<file path="config.mk">
export PLATFORM = sky130hd
export DESIGN_NAME = temperature_monitor
export DESIGN_NICKNAME = d
export VERILOG_FILES = /design/src/rtl/temperature_monitor.sv
export SDC_FILE = /design/constraint.sdc
export NUM_CORES = 1
export LEC_CHECK = 0
export CAP_MARGIN = 0
export CELL_PAD_IN_SITES_DETAIL_PLACEMENT = 0
export CELL_PAD_IN_SITES_GLOBAL_PLACEMENT = 2
export CORE_ASPECT_RATIO = 1.25
export CORE_MARGIN = 5
export CORE_UTILIZATION = 30
export CTS_CLUSTER_SIZE = 16
export DETAILED_ROUTE_END_ITERATION = 10
export PLACE_DENSITY_LB_ADDON = 0.1
export SYNTH_ARGS = -nofsm -noshare
export SYNTH_HDL_FRONTEND = slang
export SYNTH_SLANG_ARGS = --single-unit
export TNS_END_PERCENT = 100
</file>
<file path="constraint.sdc">
create_clock -name clk -period 5.45 [get_ports clk]
set_input_delay 0.545 -clock clk [delete_from_list [all_inputs] [get_ports clk]]
set_output_delay 0.545 -clock clk [all_outputs]
set_load 0.02 [all_outputs]
</file>
<file path="src/rtl/temperature_monitor.sv">
// Moving-average temperature monitor with debounced high/low alarm FSM and hysteresis.
// Optional min/max tracking of the average is enabled by defining TEMP_MINMAX_EN.
module temperature_monitor #(
    parameter int AVG_LOG2 = 2,
    parameter int DEBOUNCE = 3,
    parameter int HYST     = 2
) (
    input  logic               clk,
    input  logic               rst_n,
    input  logic               tm_valid,
    input  logic signed [31:0] tm_tempc,
    input  logic signed [31:0] thr_high,
    input  logic signed [31:0] thr_low,
    output logic               avg_valid,
    output logic signed [31:0] avg_tempc,
    output logic               alarm_high,
    output logic               alarm_low,
    output logic [1:0]         tm_state
`ifdef TEMP_MINMAX_EN
    ,
    input  logic               clr_minmax,
    output logic signed [31:0] tmin,
    output logic signed [31:0] tmax
`endif
);

    localparam int WIN  = 1 << AVG_LOG2;
    localparam int SUMW = 32 + AVG_LOG2;
    localparam int PTRW = (AVG_LOG2 > 0) ? AVG_LOG2 : 1;
    localparam logic [3:0]         DEB_C  = 4'(DEBOUNCE);
    localparam logic signed [32:0] HYST_S = 33'(HYST);

    typedef enum logic [1:0] {
        ST_NORMAL = 2'b00,
        ST_HIGH   = 2'b01,
        ST_LOW    = 2'b10
    } state_t;

    // Threshold offset clamped to the signed 32-bit range so extreme thresholds never wrap.
    function automatic logic signed [31:0] sat_add(input logic signed [31:0] a,
                                                   input logic signed [32:0] b);
        logic signed [33:0] s;
        s = 34'(a) + 34'(b);
        if (s > 34'sh0_7FFF_FFFF) begin
            return 32'sh7FFF_FFFF;
        end else if (s < -34'sh0_8000_0000) begin
            return 32'sh8000_0000;
        end else begin
            return s[31:0];
        end
    endfunction

    function automatic logic [3:0] sat_inc(input logic [3:0] c);
        return (c >= DEB_C) ? DEB_C : c + 4'd1;
    endfunction

    logic signed [31:0]     ring_r [WIN];
    logic [PTRW-1:0]        ptr_r;
    logic                   filled_r;
    logic signed [SUMW-1:0] sum_r;
    logic signed [SUMW-1:0] sum_nxt_s;
    logic                   last_slot_s;
    logic                   avg_upd_s;

    state_t             state_r, state_nxt_s;
    logic [3:0]         hi_cnt_r, lo_cnt_r, ex_cnt_r;
    logic [3:0]         hi_cnt_nxt_s, lo_cnt_nxt_s, ex_cnt_nxt_s;
    logic signed [31:0] hi_exit_s, lo_exit_s;

    // Running sum update and window-fill detection.
    always_comb begin
        sum_nxt_s   = sum_r + SUMW'(tm_tempc) - SUMW'(ring_r[ptr_r]);
        last_slot_s = (ptr_r == PTRW'(WIN - 1));
        avg_upd_s   = tm_valid & (filled_r | last_slot_s);
        hi_exit_s   = sat_add(thr_high, -HYST_S);
        lo_exit_s   = sat_add(thr_low, HYST_S);
    end

    // Ring buffer, write pointer, running sum and fill flag.
    always_ff @(posedge clk or negedge rst_n) begin
        if (!rst_n) begin
            for (int i = 0; i < WIN; i++) begin
                ring_r[i] <= 32'sd0;
            end
            ptr_r    <= '0;
            filled_r <= 1'b0;
            sum_r    <= '0;
        end else if (tm_valid) begin
            ring_r[ptr_r] <= tm_tempc;
            ptr_r         <= last_slot_s ? PTRW'(1'b0) : ptr_r + PTRW'(1'b1);
            sum_r         <= sum_nxt_s;
            if (last_slot_s) begin
                filled_r <= 1'b1;
            end
        end
    end

    // Registered average output; the shift floors toward negative infinity.
    always_ff @(posedge clk or negedge rst_n) begin
        if (!rst_n) begin
            avg_valid <= 1'b0;
            avg_tempc <= 32'sd0;
        end else begin
            avg_valid <= avg_upd_s;
            if (avg_upd_s) begin
                avg_tempc <= 32'(sum_nxt_s >>> AVG_LOG2);
            end
        end
    end

    // Alarm next-state and debounce counters; only an average update can move them.
    always_comb begin
        state_nxt_s  = state_r;
        hi_cnt_nxt_s = hi_cnt_r;
        lo_cnt_nxt_s = lo_cnt_r;
        ex_cnt_nxt_s = ex_cnt_r;
        if (avg_valid) begin
            case (state_r)
                ST_NORMAL: begin
                    hi_cnt_nxt_s = (avg_tempc > thr_high) ? sat_inc(hi_cnt_r) : 4'd0;
                    lo_cnt_nxt_s = (avg_tempc < thr_low) ? sat_inc(lo_cnt_r) : 4'd0;
                    ex_cnt_nxt_s = 4'd0;
                    // High has priority when both thresholds qualify together.
                    if (hi_cnt_nxt_s == DEB_C) begin
                        state_nxt_s  = ST_HIGH;
                        hi_cnt_nxt_s = 4'd0;
                        lo_cnt_nxt_s = 4'd0;
                    end else if (lo_cnt_nxt_s == DEB_C) begin
                        state_nxt_s  = ST_LOW;
                        hi_cnt_nxt_s = 4'd0;
                        lo_cnt_nxt_s = 4'd0;
                    end else begin
                        state_nxt_s = ST_NORMAL;
                    end
                end
                ST_HIGH: begin
                    ex_cnt_nxt_s = (avg_tempc < hi_exit_s) ? sat_inc(ex_cnt_r) : 4'd0;
                    if (ex_cnt_nxt_s == DEB_C) begin
                        state_nxt_s  = ST_NORMAL;
                        ex_cnt_nxt_s = 4'd0;
                    end else begin
                        state_nxt_s = ST_HIGH;
                    end
                end
                ST_LOW: begin
                    ex_cnt_nxt_s = (avg_tempc > lo_exit_s) ? sat_inc(ex_cnt_r) : 4'd0;
                    if (ex_cnt_nxt_s == DEB_C) begin
                        state_nxt_s  = ST_NORMAL;
                        ex_cnt_nxt_s = 4'd0;
                    end else begin
                        state_nxt_s = ST_LOW;
                    end
                end
                default: begin
                    state_nxt_s  = ST_NORMAL;
                    hi_cnt_nxt_s = 4'd0;
                    lo_cnt_nxt_s = 4'd0;
                    ex_cnt_nxt_s = 4'd0;
                end
            endcase
        end else begin
            state_nxt_s  = state_r;
            hi_cnt_nxt_s = hi_cnt_r;
            lo_cnt_nxt_s = lo_cnt_r;
            ex_cnt_nxt_s = ex_cnt_r;
        end
    end

    // State register with alarm outputs registered from the same next-state value.
    always_ff @(posedge clk or negedge rst_n) begin
        if (!rst_n) begin
            state_r    <= ST_NORMAL;
            hi_cnt_r   <= 4'd0;
            lo_cnt_r   <= 4'd0;
            ex_cnt_r   <= 4'd0;
            alarm_high <= 1'b0;
            alarm_low  <= 1'b0;
            tm_state   <= 2'b00;
        end else begin
            state_r    <= state_nxt_s;
            hi_cnt_r   <= hi_cnt_nxt_s;
            lo_cnt_r   <= lo_cnt_nxt_s;
            ex_cnt_r   <= ex_cnt_nxt_s;
            alarm_high <= (state_nxt_s == ST_HIGH);
            alarm_low  <= (state_nxt_s == ST_LOW);
            tm_state   <= state_nxt_s;
        end
    end

`ifdef TEMP_MINMAX_EN
    logic mm_loaded_r;

    // Min/max of the published average; a clear coinciding with an update reloads from it.
    always_ff @(posedge clk or negedge rst_n) begin
        if (!rst_n) begin
            mm_loaded_r <= 1'b0;
            tmin        <= 32'sd0;
            tmax        <= 32'sd0;
        end else if (avg_valid) begin
            if (clr_minmax || !mm_loaded_r) begin
                tmin        <= avg_tempc;
                tmax        <= avg_tempc;
                mm_loaded_r <= 1'b1;
            end else begin
                if (avg_tempc < tmin) begin
                    tmin <= avg_tempc;
                end
                if (avg_tempc > tmax) begin
                    tmax <= avg_tempc;
                end
            end
        end else if (clr_minmax) begin
            mm_loaded_r <= 1'b0;
            tmin        <= 32'sd0;
            tmax        <= 32'sd0;
        end
    end
`endif

endmodule

</file>
==> out/results.ini <==
[timing]
setup_viol_count_final = 0
worstMarginPinSlew_ns = 0.993
tns_ns = 0
finalClockSkew_ns = 0.0227
holdWs_ns = 0.0660
drv_slew = 0
relSlewSlack = 0.338
finalCriticalPeriod_ns = 5.33
fmax_mhz = 188
period_share = 0.978
hold_viol_final = 0

[final_layout]
multi_input_comb_area_sq_um = 10100
n_antenna_cell = 0
areaGrowthSynthToFinish_pct = 25.0
nFillCells = 5695
drive_gt1_frac = 0.141
post-route-util = 0.378
layout.cells.non_filler = 2886
regArea_sq_um = 5360
layout.nets = 2446

[synth]
synth_ff_type = dfrtp_1
async_flop_share = 1.00
avgSynthCellArea_sq_um = 8.86
ys_seq_area_frac = 0.323
yosys_warnings = 0
synth_cell_types = 84
synth_seq_cells = 214
synth_fp_nets = 2177
synth_edf_count = 0
postSynthCellCount = 1870
synthesis.area_sq_um = 16600

[floorplan]
core_area_sq_um = 54800
die_w_um = 220
die_h_um = 273
ioPinCount = 136
dieArea_sq_um = 60100
start_util = 0.303
rows = 96

[drt]
top_layer_used = met4
wl_met3_um = 1480
routed_wl_um = 53700
via_per_inst = 4.85
wl_per_cell_um = 18.6
final_antenna_net_count = 0
wl_met1_um = 23400
dr.pass1.iters = 5
drt-initial-drc-count = 602
wl_met2_um = 26500
num_vias = 14000
drc = 0

[worst_setup_path]
cp.required_ns = 5.91
end_kind = flop
start_kind = input pin
arrival_ns = 5.79
worst-path-max-fanout = 9
crit_type = input pin to flop
reg2regPathDepth = 17

[clocking]
cts_tree = done
path_clk_slew_ns = 0.06
cts.sinks = 214
ctsHtreeMaxLevel = 1
insertion_delay_ns = 0.53
root_buffer = clkbuf_16
numCtsBuffers = 24
cts_max_path_buffers = 3
hold_buffers = 0

[power]
p_leak_nw = 9.77
finalPower_w = 0.0142
irDropWorstVdd_mv = 0.312
p_per_area_nw_per_um2 = 686

[grt]
grt_pass1_vias = 14900
overflow = 0
grt_usage = 0.178
grt_max_degree = 121
antenna_found_initial = 0
grt_pass1_wl_um = 84000

[placed_design]
finalWeightedCongestion = 0.912
portBuffers = 135
dp.cells = 2847
place_hpwl_um = 43200

[run_status]
status = finished clean

[worst_hold_path]
hold_class = input pin to async pin

[flow_run]
drv_cap = 0

==> cells by family (layout without fill, tap and decap cells) <==
family | Yosys count | in the layout | share of synthesized area
compound gates | 457 | 457 | 0.164
xor+xnor | 81 | 81 | 0.0428
fa+ha+maj | 208 | 208 | 0.172
buf+inv | 295 | 576 | 0.0695
flops | 214 | 214 | 0.323
mux | 67 | 67 | 0.0661
simple gates | 548 | 548 | 0.162
==> what timing repair did <==
| item | CTS | global route |
|---|---|---|
| pin swaps | 3 | 4 |
| setup endpoints to repair | 5 | 5 |
| resized for setup | 8 | 5 |
| buffers inserted | 1 | 0 |
==> routing by layer <==
metal | GRT usage | vias up
met5 | 0 | -
li1 | - | 7065
met4 | 0.0693 | 0
met1 | 0.221 | 6627
met2 | 0.315 | 205
met3 | 0.0167 | 88
==> synth_stat cells, types with 4 or more instances <==
| cell type | n | area share |
|---|---|---|
| nor4_1 | 15 | 0.0057 |
| xor2_1 | 11 | 0.0058 |
| or2_2 | 5 | 0.0019 |
| o211ai_1 | 14 | 0.0063 |
| and2_1 | 6 | 0.0023 |
| nor2_1 | 72 | 0.016 |
| o41ai_1 | 4 | 0.0021 |
| nor2b_1 | 14 | 0.0053 |
| a21oi_1 | 100 | 0.030 |
| mux2_2 | 20 | 0.014 |
| nand2_1 | 255 | 0.058 |
| and3_1 | 7 | 0.0026 |
| buf_1 | 6 | 0.0014 |
| dfrtp_1 | 214 | 0.32 |
| buf_2 | 4 | 0.0012 |
| inv_1 | 230 | 0.052 |
| or3_1 | 6 | 0.0023 |
| fa_1 | 33 | 0.040 |
| clkbuf_1 | 46 | 0.010 |
| o21bai_1 | 6 | 0.0027 |
| nand4_1 | 39 | 0.015 |
| mux4_2 | 32 | 0.043 |
| a31oi_1 | 7 | 0.0026 |
| a21o_1 | 41 | 0.019 |
| xnor2_1 | 70 | 0.037 |
| or4_4 | 4 | 0.0027 |
| and4_1 | 8 | 0.0042 |
| nand3_1 | 42 | 0.013 |
| o21ai_0 | 204 | 0.062 |
| nand2b_1 | 9 | 0.0034 |
| a211oi_1 | 11 | 0.0050 |
| mux2i_1 | 15 | 0.0091 |
| o31ai_1 | 20 | 0.0091 |
| nor3_1 | 38 | 0.011 |
| ha_1 | 175 | 0.13 |
| o21a_1 | 12 | 0.0054 |
| buf_4 | 4 | 0.0018 |
==> worst max-delay path, stage by stage <==
cell and delay [ns]:
clkdlybuf4s50_1 0.54, ha_1 0.18, and4_1 0.25, nor3b_4 0.31, and4_4 0.31, and4_1 0.20, o21ai_1 0.06, o31a_1 0.17
nor4_4 0.34, o21a_2 0.24, buf_4 0.15, buf_4 0.15, nor2_1 0.06, ha_1 0.29, nand4_1 0.14, nor3_2 0.24
nand4_1 0.30, or3_1 0.49, and3_1 0.22, nand3_1 0.09, and4b_1 0.19, a221o_1 0.15, nor2b_1 0.14
==> worst paths after layout <==
| path | start | end | slack (ns) |
|---|---|---|---|
| worst max-delay path | thr_low[1] | alarm_low | 0.12 |
| worst min-delay path | rst_n | ring_r[7] | 0.07 |
| worst max register to register | ptr_r[0] | sum_r[32] | 0.81 |
| worst min register to register | ring_r[20] | ring_r[20] | 0.47 |
| max in group asynchronous | rst_n | ptr_r[0] | 3.94 |
| min in group clk | ring_r[20] | ring_r[20] | 0.47 |
==> power by group <==
part / switching, W / internal, W / leakage, nW
clock: 0.000645 / 0.000988 / 0.385
sequential: 0.000631 / 0.00239 / 2.65
combinational: 0.00538 / 0.00417 / 6.74
==> registers in the layout, indices dropped and copies added (netlist names) <==
signal,count
ring_r,128
lo_cnt_r,4
alarm_low,1
avg_tempc,32
avg_valid,1
filled_r,1
state_r,2
sum_r,34
ptr_r,2
ex_cnt_r,4
hi_cnt_r,4
alarm_high,1
==> cell type report <==
type / instances / area share
Timing Repair Buffer: 307 / 0.128
Multi-Input combinational cell: 1361 / 0.489
Inverter: 231 / 0.0419
Tap cell: 735 / 0.0444
Sequential cell: 214 / 0.259
Clock buffer: 34 / 0.0342
Clock inverter: 4 / 0.00338
==> layout by cell type, fill, tap and decap left out, types with 11 or more instances in the layout <==
cell type	synthesis	layout
nand2_1	255	251
inv_1	230	230
dfrtp_1	214	213
o21ai_0	204	204
ha_1	175	175
buf_4	4	171
clkdlybuf4s50_1	0	133
a21oi_1	100	100
nor2_1	72	72
xnor2_1	70	69
nand3_1	42	42
a21o_1	41	41
nand4_1	39	39
nor3_1	38	36
fa_1	33	33
mux4_2	32	32
clkbuf_16	0	25
o31ai_1	20	20
mux2_2	20	20
mux2i_1	15	15
nor4_1	15	14
o211ai_1	14	14
nor2b_1	14	14
o21a_1	12	12
xor2_1	11	11
==> stage by stage <==
step,cell area [sq um],setup WS (ns)
3_5_place_dp,19900,-1.02
6_report,20700,0.118
5_1_grt,20700,-0.0104
4_1_cts,20700,0.00655
3_3_place_gp,19900,-1.02
2_1_floorplan,16600,0.628
(Power assumes the default switching activity.)
